$ cat config.mk
export PLATFORM = sky130hd
export DESIGN_NAME = alu_hs
export DESIGN_NICKNAME = d
export VERILOG_FILES = /design/src/rtl/alu_hs.sv
export SDC_FILE = /design/constraint.sdc
export NUM_CORES = 1
export LEC_CHECK = 0
export BUFFER_PORTS_ARGS = -buffer_cell sky130_fd_sc_hd__buf_2
export CAP_MARGIN = 5
export CORE_MARGIN = 2
export CORE_UTILIZATION = 65
export CTS_CLUSTER_SIZE = 28
export DETAILED_ROUTE_END_ITERATION = 8
export PLACE_DENSITY = 0.88
export SYNTH_ARGS = -nofsm -noshare
export SYNTH_HDL_FRONTEND = slang
export SYNTH_SLANG_ARGS = --single-unit
export TNS_END_PERCENT = 10
$ cat constraint.sdc
create_clock -name clk -period 3.6 [get_ports clk]
set_input_delay 0.9 -clock clk [delete_from_list [all_inputs] [get_ports clk]]
set_output_delay 0.9 -clock clk [all_outputs]
set_load 0.05 [all_outputs]
$ cat src/rtl/alu_hs.sv
// -----------------------------------------------------------------------------
// alu_hs
//   Registered WIDTH-bit ALU with Z/N/C/V flags and valid/ready handshakes on
//   both the operand and the result side. Keeps the 4-bit opcode map of the
//   older combinational ALU. When ALU_MUL_EN is defined, op 1110 becomes a
//   WIDTH-cycle shift-add multiply. When it is not defined, op 1110 behaves
//   like op 1111 (~A).
//
//   Configuration macro: ALU_MUL_EN
//
//   Ports
//     clk        rising-edge clock
//     rst_n      asynchronous active-low reset
//     in_valid   operands and opcode present
//     in_ready   block accepts operands this cycle
//     a, b       operands (WIDTH bits)
//     sel        4-bit opcode
//     out_valid  res/flags valid
//     out_ready  consumer accepts the result
//     res        result (WIDTH bits)
//     flag_z     res == 0
//     flag_n     res[WIDTH-1]
//     flag_c     unsigned carry / borrow / multiply high-half nonzero
//     flag_v     signed overflow (add/sub/inc/dec only)
// -----------------------------------------------------------------------------
module alu_hs #(
    parameter int WIDTH = 8
) (
    input  logic             clk,
    input  logic             rst_n,
    input  logic             in_valid,
    output logic             in_ready,
    input  logic [WIDTH-1:0] a,
    input  logic [WIDTH-1:0] b,
    input  logic [3:0]       sel,
    output logic             out_valid,
    input  logic             out_ready,
    output logic [WIDTH-1:0] res,
    output logic             flag_z,
    output logic             flag_n,
    output logic             flag_c,
    output logic             flag_v
);

    localparam logic [WIDTH-1:0] ONE = WIDTH'(1);

    typedef struct packed {
        logic [WIDTH-1:0] r;
        logic             c;
        logic             v;
    } arith_t;

    // Overflow test: the WIDTH+1 signed result must equal the sign extension
    // of its own low WIDTH bits.
    function automatic arith_t add_op(input logic [WIDTH-1:0] x,
                                      input logic [WIDTH-1:0] y);
        arith_t                o;
        logic        [WIDTH:0] u;
        logic signed [WIDTH:0] s;
        u   = {1'b0, x} + {1'b0, y};
        s   = $signed({x[WIDTH-1], x}) + $signed({y[WIDTH-1], y});
        o.r = u[WIDTH-1:0];
        o.c = u[WIDTH];
        o.v = (s != $signed({s[WIDTH-1], s[WIDTH-1:0]}));
        return o;
    endfunction

    // Borrow falls out as bit WIDTH of the zero-extended difference.
    function automatic arith_t sub_op(input logic [WIDTH-1:0] x,
                                      input logic [WIDTH-1:0] y);
        arith_t                o;
        logic        [WIDTH:0] u;
        logic signed [WIDTH:0] s;
        u   = {1'b0, x} - {1'b0, y};
        s   = $signed({x[WIDTH-1], x}) - $signed({y[WIDTH-1], y});
        o.r = u[WIDTH-1:0];
        o.c = u[WIDTH];
        o.v = (s != $signed({s[WIDTH-1], s[WIDTH-1:0]}));
        return o;
    endfunction

`ifdef ALU_MUL_EN
    typedef enum logic {IDLE = 1'b0, MUL = 1'b1} state_t;
`else
    typedef enum logic {IDLE = 1'b0} state_t;
`endif

    state_t           state_q;
    state_t           state_d;
    logic             xfer;
    logic             is_mul;
    arith_t           alu;

    logic [WIDTH-1:0] res_p1;
    logic             flag_z_p1;
    logic             flag_n_p1;
    logic             flag_c_p1;
    logic             flag_v_p1;
    logic             vld_p1;

    assign in_ready = (state_q == IDLE) && (!vld_p1 || out_ready);
    assign xfer     = in_valid && in_ready;

    // ---- stage p0: opcode decode / single-cycle datapath (combinational) ----
    always_comb begin
        alu = '0;
        case (sel)
            4'b0000: alu.r = ~a;
            4'b0001: alu.r = ~b;
            4'b0010: alu.r = a & b;
            4'b0011: alu.r = ~(a & b);
            4'b0100: alu.r = a | b;
            4'b0101: alu.r = ~(a | b);
            4'b0110: alu.r = a ^ b;
            4'b0111: alu.r = ~(a ^ b);
            4'b1000: alu   = add_op(a, ONE);
            4'b1001: alu   = sub_op(a, ONE);
            4'b1010: alu   = add_op(b, ONE);
            4'b1011: alu   = sub_op(b, ONE);
            4'b1100: alu   = add_op(a, b);
            4'b1101: alu   = sub_op(b, a);
            // 1110 without the multiplier, and 1111: ~A
            default: alu.r = ~a;
        endcase
    end

`ifdef ALU_MUL_EN
    localparam int CW = $clog2(WIDTH) + 1;

    logic [2*WIDTH-1:0] acc_p0;
    logic [2*WIDTH-1:0] mc_p0;
    logic [WIDTH-1:0]   mp_p0;
    logic [CW-1:0]      cnt_p0;
    logic [2*WIDTH-1:0] acc_nxt;
    logic               last_step;

    assign is_mul    = (sel == 4'b1110);
    assign last_step = (state_q == MUL) && (cnt_p0 == CW'(WIDTH - 1));
    // The last step's sum is the full product, so the result loads on the
    // same edge that completes the final step.
    assign acc_nxt   = acc_p0 + (mp_p0[0] ? mc_p0 : '0);

    // ---- stage p0: shift-add multiplier, one partial product per cycle ----
    always_ff @(posedge clk or negedge rst_n) begin
        if (!rst_n) begin
            acc_p0 <= '0;
            mc_p0  <= '0;
            mp_p0  <= '0;
            cnt_p0 <= '0;
        end else if (xfer && is_mul) begin
            acc_p0 <= '0;
            mc_p0  <= {{WIDTH{1'b0}}, a};
            mp_p0  <= b;
            cnt_p0 <= '0;
        end else if (state_q == MUL) begin
            acc_p0 <= acc_nxt;
            mc_p0  <= mc_p0 << 1;
            mp_p0  <= mp_p0 >> 1;
            cnt_p0 <= last_step ? '0 : cnt_p0 + CW'(1);
        end
    end
`else
    assign is_mul = 1'b0;
`endif

    always_comb begin
        state_d = state_q;
`ifdef ALU_MUL_EN
        case (state_q)
            IDLE:    if (xfer && is_mul) state_d = MUL;
            MUL:     if (last_step)      state_d = IDLE;
            default: state_d = IDLE;
        endcase
`endif
    end

    always_ff @(posedge clk or negedge rst_n) begin
        if (!rst_n) begin
            state_q <= IDLE;
        end else begin
            state_q <= state_d;
        end
    end

    // ---- stage p1: result register, held while the consumer stalls ----
    always_ff @(posedge clk or negedge rst_n) begin
        if (!rst_n) begin
            res_p1    <= '0;
            flag_z_p1 <= 1'b0;
            flag_n_p1 <= 1'b0;
            flag_c_p1 <= 1'b0;
            flag_v_p1 <= 1'b0;
            vld_p1    <= 1'b0;
        end else if (xfer && !is_mul) begin
            res_p1    <= alu.r;
            flag_z_p1 <= (alu.r == '0);
            flag_n_p1 <= alu.r[WIDTH-1];
            flag_c_p1 <= alu.c;
            flag_v_p1 <= alu.v;
            vld_p1    <= 1'b1;
`ifdef ALU_MUL_EN
        end else if (last_step) begin
            res_p1    <= acc_nxt[WIDTH-1:0];
            flag_z_p1 <= (acc_nxt[WIDTH-1:0] == '0);
            flag_n_p1 <= acc_nxt[WIDTH-1];
            flag_c_p1 <= |acc_nxt[2*WIDTH-1:WIDTH];
            flag_v_p1 <= 1'b0;
            vld_p1    <= 1'b1;
`endif
        end else if (out_ready) begin
            // Also covers a multiply issue: in_ready guaranteed the old
            // result was either absent or being drained on this edge.
            vld_p1    <= 1'b0;
        end
    end

    assign res       = res_p1;
    assign flag_z    = flag_z_p1;
    assign flag_n    = flag_n_p1;
    assign flag_c    = flag_c_p1;
    assign flag_v    = flag_v_p1;
    assign out_valid = vld_p1;

endmodule

==> impl_metrics.csv, run 1 <==
group,metric,value,unit
outcome,status,"complete, no violations",
cells_and_area,drive_above_1_share,18.5,%
clocking,postCtsSetupRepairBufs,0,
routing,vias,3614,
sta,worst_hold_slack,0.495,ns
setup_path,cp_max_fo,9,
yosys,synthFlopType,"dfrtp_1",
yosys,synth_nets,475,
clocking,clk_pin_slew,0.05,ns
sta,period_needed,3.22,ns
global_route,grt_use_total,38.4,%
clocking,root_buffer,"clkbuf_8",
yosys,synth_largest_area_cell,"ha_1",
clocking,clk_path_buf_depth,2,
sta,rsz0062_at_grt,"no",
sta,fin_worst_skew,0.00643,ns
sta,fmax,310,MHz
place,hpwlAfterDp,7840,um
routing,wl_met1,4180,um
yosys,synth_edf_count,0,
floorplan,start_util,68.9,%
yosys,synth_seq_cells,12,
global_route,grt_max_degree,26,
yosys,synthArstFlopShare,100,%
global_route,grt_pass1_wl,16200,um
cells_and_area,area_growth,10.1,%
floorplan,ios,38,
min_path,hp-class,"flip-flop to flip-flop",
sta,finalCritPeriodShare,89.6,%
setup_path,end_kind,"flip-flop",
clocking,clock_sinks,12,
clocking,clock_latency,0.24,ns
clocking,ctsHoldBuffers,0,
routing,drt_first_pass_iters,5,
floorplan,core_area,0.00444,mm^2
sta,hold_viol_final,0,
setup_path,worst_setup_path_start_kind,"primary input",
yosys,synth_warnings,0,
global_route,grt_overflow_total,0,
place,place.gp.congestion,1.05,
sta,relSlewSlack,57.3,%
yosys,synth_area,0.00306,mm^2
routing,wl_per_cell,20.0,um
cells_and_area,antennaDiodeCount,0,
yosys,synth-seq-area-share,9.81,%
yosys,yosysUniqueCellTypes,73,
floorplan,dieWidth,72.6,um
power,peakVddDrop,0.000174,V
yosys,synthCells,419,
routing,wl_met3,986,um
routing,highest_layer,"met4",
routing,drtIter0Drc,455,
clocking,cts_resized,0,
cells_and_area,regArea,300,um^2
cells_and_area,final_nets,510,
yosys,synth_top_cells_by_area,"ha_1, dfrtp_1, a21oi_1, o21ai_0, nand2_1",
clocking,h-tree-depth,1,
cells_and_area,multi_input_area,0.00250,mm^2
yosys,syn_avg_cell_area,7.30,um^2
routing,drc,0,
floorplan,fp-row-count,24,
cells_and_area,fin_area,0.00337,mm^2
power,p_per_area,248,mW/mm^2
routing,ant_nets,0,
routing,via_per_inst,7.16,
power,p_leak,1.43,nW
routing,wl,10100,um
sta,worst_slew_pin_slew,0.625,ns
routing,met2_length,4690,um
clocking,cts_tree,"yes",
global_route,grt_antenna_before_repair,0,
job,timing.max_cap.violations,0,
sta,slew_violations,0,
cells_and_area,fillCellCount,353,
setup_path,path_class,"primary input to flip-flop",
place,post_dp_cell_area,0.00331,mm^2
sta,tns,0,ns
clocking,numCtsBuffers,3,
global_route,grt_pass1_vias,3291,
floorplan,die_area,0.00527,mm^2
setup_path,cp.required,3.78,ns
place,io_buffer_count,37,
yosys,synth_top_area_share,12.3,%
sta,finalSetupViolCount,0,
setup_path,arrival,3.40,ns
floorplan,fp.dieH,72.6,um
## layer usage
metal	global-route usage [%]	up-vias
met5	0	-
met4	10.1	0
met3	2.90	41
met2	66.6	254
met1	51.5	1666
li1	-	1653
## cells in the final DEF (no fill, tap or decap), types with 7 or more instances in the layout
master    count
buf_2        37
nand2_1      32
ha_1         30
inv_1        29
a21oi_1      27
o21ai_0      26
nor3_1       21
buf_4        21
nor2_1       20
nand3_1      14
dfrtp_1      12
nor2b_1      11
xnor2_1      10
or3_1         9
nand2b_1      8
and3_1        7
xor2_1        7
## worst max-delay path, stage by stage
cell       delay (ns)
buf_2            0.18
inv_1            0.15
ha_1             0.33
buf_4            0.18
inv_1            0.12
a2bb2oi_1        0.29
a21oi_1          0.11
o32ai_1          0.38
nor2_1           0.12
a221oi_2         0.41
mux2_2           0.23
## cell usage after synthesis (all sizes together), types with 4 or more instances
library cell   n
nand2         32
ha            30
inv           29
a21oi         27
o21ai         26
nor3          21
nor2          20
buf           19
nand3         14
dfrtp         12
nor2b         11
xnor2         10
clkbuf         9
or3            9
nand2b         8
and3           7
xor2           7
a221oi         6
a31oi          6
o22ai          6
a211oi         5
nand4          5
nor4           5
o221ai         5
o31ai          5
a21o           4
a221o          4
a31o           4
o32ai          4
or4            4
## flip-flops by register name (all words and copies together), names as in the netlist
signal / count
out_valid: 1
flag_v: 1
flag_z: 1
flag_c: 1
res: 8
## cells by family after synthesis
group           count (synthesis)  synth area share (%)
xor+xnor                       17                  4.86
fa+ha+maj                      32                  13.6
compound gates                136                  31.9
buf+inv                        57                  8.63
simple gates                  159                  29.1
mux                             6                  2.08
flops                          12                  9.81
## path summary, 6_finish.rpt
kind / startpoint / endpoint / slack [ns] / cells after the start
min reg2reg: res[1]$_DFFE_PN0P_ / res[1]$_DFFE_PN0P_ / 0.49 / 2
max: b[4] / res[5]$_DFFE_PN0P_ / 0.38 / 11
min: res[1]$_DFFE_PN0P_ / res[1]$_DFFE_PN0P_ / 0.49 / 2
max reg2reg: out_valid$_DFFE_PN0P_ / flag_z$_DFFE_PN0P_ / 1.37 / 7
min in group asynchronous: rst_n / res[6]$_DFFE_PN0P_ / 0.52 / 1
max in group asynchronous: rst_n / res[0]$_DFFE_PN0P_ / 2.86 / 1
## cell type report
cell class	count	area share, %
Clock buffer	4	1.63
Multi-Input combinational cell	350	74.1
Tap cell	52	1.93
Timing Repair Buffer	58	10.2
Inverter	29	3.23
Sequential cell	12	8.92
## stage by stage
stage	setup slack (ns)	power (mW)	utilization (%)	instances
4_1_cts	0.432	0.824	75.8	505
6_report	0.376	0.836	75.8	505
3_3_place_gp	0.276	0.666	74.5	501
2_1_floorplan	0.143	0.541	-	419
3_5_place_dp	0.200	0.680	74.5	501
5_1_grt	0.237	0.880	75.8	505
## report_power, final
part / total (mW) / switching, mW / internal (mW)
clock: 0.143 / 0.0471 / 0.0964
sequential: 0.170 / 0.0117 / 0.158
combinational: 0.523 / 0.348 / 0.175
Note: power is estimated with default switching activity, not from simulation.
==> run 2: changes to the inputs <==
--- a/config.mk
+++ b/config.mk
@@ -8,10 +8,10 @@
 export BUFFER_PORTS_ARGS = -buffer_cell sky130_fd_sc_hd__buf_2
 export CAP_MARGIN = 5
 export CORE_MARGIN = 2
-export CORE_UTILIZATION = 65
+export CORE_UTILIZATION = 33
+export CTS_BUF_LIST = sky130_fd_sc_hd__clkbuf_4
 export CTS_CLUSTER_SIZE = 28
 export DETAILED_ROUTE_END_ITERATION = 8
-export PLACE_DENSITY = 0.88
 export SYNTH_ARGS = -nofsm -noshare
 export SYNTH_HDL_FRONTEND = slang
 export SYNTH_SLANG_ARGS = --single-unit
==> impl_metrics.csv, run 2 (synthesis results as in run 1) <==
group,metric,value,unit
setup_path,cp.required,3.79,ns
min_path,hp-class,"primary input to asynchronous set/reset pin",
routing,drt_first_pass_iters,5,
sta,worst_slew_pin_slew,0.603,ns
setup_path,setup.worst_path.end,"flag_v$_DFFE_PN0P_",
sta,rsz0062_at_grt,"no",
sta,fin_worst_skew,0.00722,ns
global_route,grt_overflow_total,0,
setup_path,cp_max_fo,10,
cells_and_area,mostFrequentLayoutCells,"buf_2, nand2_1, ha_1",
global_route,grt_max_degree,42,
power,peakVddDrop,0.000175,V
global_route,gr-usage-met2,33.7,%
sta,tns,0,ns
cells_and_area,fillCellCount,982,
sta,period_needed,3.18,ns
routing,wl_per_cell,19.0,um
clocking,cts_resized,0,
routing,via_per_inst,6.22,
global_route,grt_pass1_vias,3260,
cells_and_area,finish.utilization,38.4,%
power,p_leak,1.47,nW
setup_path,reg2reg_from,"out_valid$_DFFE_PN0P_",
setup_path,r2r_cells,7,
cells_and_area,area_growth,14.1,%
outcome,status,"complete, no violations",
routing,vias,3565,
setup_path,r2r_slack,1.36,ns
power,p_sw_share,51.8,%
place,io_buffer_count,37,
sta,worst_slack,0.423,ns
cells_and_area,drive_above_1_share,19.9,%
routing,drc,0,
global_route,grt_antenna_before_repair,0,
power,power,0.787,mW
clocking,h-tree-depth,1,
clocking,clock_latency,0.27,ns
cells_and_area,multi_input_area,0.00250,mm^2
place,hpwlAfterDp,8750,um
power,clock_power_share,10.8,%
sta,finalCritPeriodShare,88.2,%
sta,finalSetupViolCount,0,
clocking,numCtsBuffers,3,
floorplan,start_util,33.6,%
routing,wl,10900,um
floorplan,core_area,0.00911,mm^2
setup_path,path_class,"primary input to flip-flop",
floorplan,die_area,0.0101,mm^2
clocking,postCtsSetupRepairBufs,0,
setup_path,arrival,3.37,ns
power,p_int,0.379,mW
clocking,clk_pin_slew,0.08,ns
clocking,root_buffer,"clkbuf_4",
sta,worst_hold_slack,0.486,ns
setup_path,worst_setup_path_start_kind,"primary input",
power,power.net_switching,0.407,mW
floorplan,fp.dieH,100,um
power,p_comb_share,67.7,%
global_route,use_met3,2.37,%
sta,slew_violations,0,
floorplan,fp-row-count,35,
clocking,clk_path_buf_depth,2,
clocking,cts_tree,"yes",
cells_and_area,layout.cells.most_common,"buf_2",
global_route,grt_use_total,21.2,%
setup_path,end_kind,"flip-flop",
global_route,grt-busiest-layer,"met2",
cells_and_area,antennaDiodeCount,0,
cells_and_area,final_nets,519,
cells_and_area,largest_reg_flops,8,
setup_path,r2r-end,"flag_z$_DFFE_PN0P_",
global_route,use_met1,29.9,%
global_route,grt_pass1_wl,17100,um
clocking,ctsHoldBuffers,0,
place,place.gp.congestion,1.04,
power,p_per_area,225,mW/mm^2
routing,ant_nets,0,
clocking,clock_sinks,12,
floorplan,dieWidth,100,um
power,pwr-share-seq,21.5,%
sta,relSlewSlack,58.7,%
cells_and_area,regArea,300,um^2
job,timing.max_cap.violations,0,
setup_path,cp-startpoint,"a[0]",
routing,drtIter0Drc,387,
floorplan,ios,38,
place,place_ws,0.171,ns
sta,fmax,315,MHz
sta,hold_viol_final,0,
run 2: worst min path at each step:
stage / cells past startpoint / end / slack, ns
after floorplan: 0 / flag_c$_DFFE_PN0P_ / 0.60
after global placement: 2 / res[4]$_DFFE_PN0P_ / 0.46
after detailed placement: 2 / res[4]$_DFFE_PN0P_ / 0.47
after CTS: 1 / out_valid$_DFFE_PN0P_ / 0.48
after global routing: 1 / out_valid$_DFFE_PN0P_ / 0.48
final: 1 / out_valid$_DFFE_PN0P_ / 0.49
run 2: power groups by stage:
stage,logic [mW],registers (mW),clock network (mW)
CTS,0.526,0.170,0.0886
global placement,0.520,0.171,0
finish,0.532,0.169,0.0850
global route,0.572,0.173,0.0976
floorplan,0.287,0.254,0
detailed placement,0.525,0.172,0
run 2: worst max-delay path, stage by stage:
cell and delay, ns:
buf_2 0.21, ha_1 0.23, inv_1 0.06, fa_1 0.40
nor3b_1 0.18, o311ai_1 0.40, a21oi_1 0.12, o21ba_2 0.22
or3_1 0.30, a21o_1 0.18, a31oi_1 0.15
run 2: stage by stage:
| stage | instances | cell area [um^2] |
|---|---|---|
| floorplan | 419 | 3060 |
| global placement | 569 | 3470 |
| global route | 573 | 3490 |
| finish | 573 | 3490 |
| detailed placement | 569 | 3470 |
| CTS | 573 | 3490 |
run 2: metal layers:
metal	wire, um	part of all wire (%)	vias up
met3	661	6.1	30
li1	-	-	1669
met2	4850	45	166
met5	0	0	-
met1	4930	45	1700
met4	419	3.9	0
run 2: area by class of cell:
type	count	area share [%]
Multi-Input combinational cell	350	71.5
Sequential cell	12	8.60
Inverter	29	3.12
Timing Repair Buffer	67	12.1
Clock inverter	1	0.107
Clock buffer	3	0.645
Tap cell	111	3.98
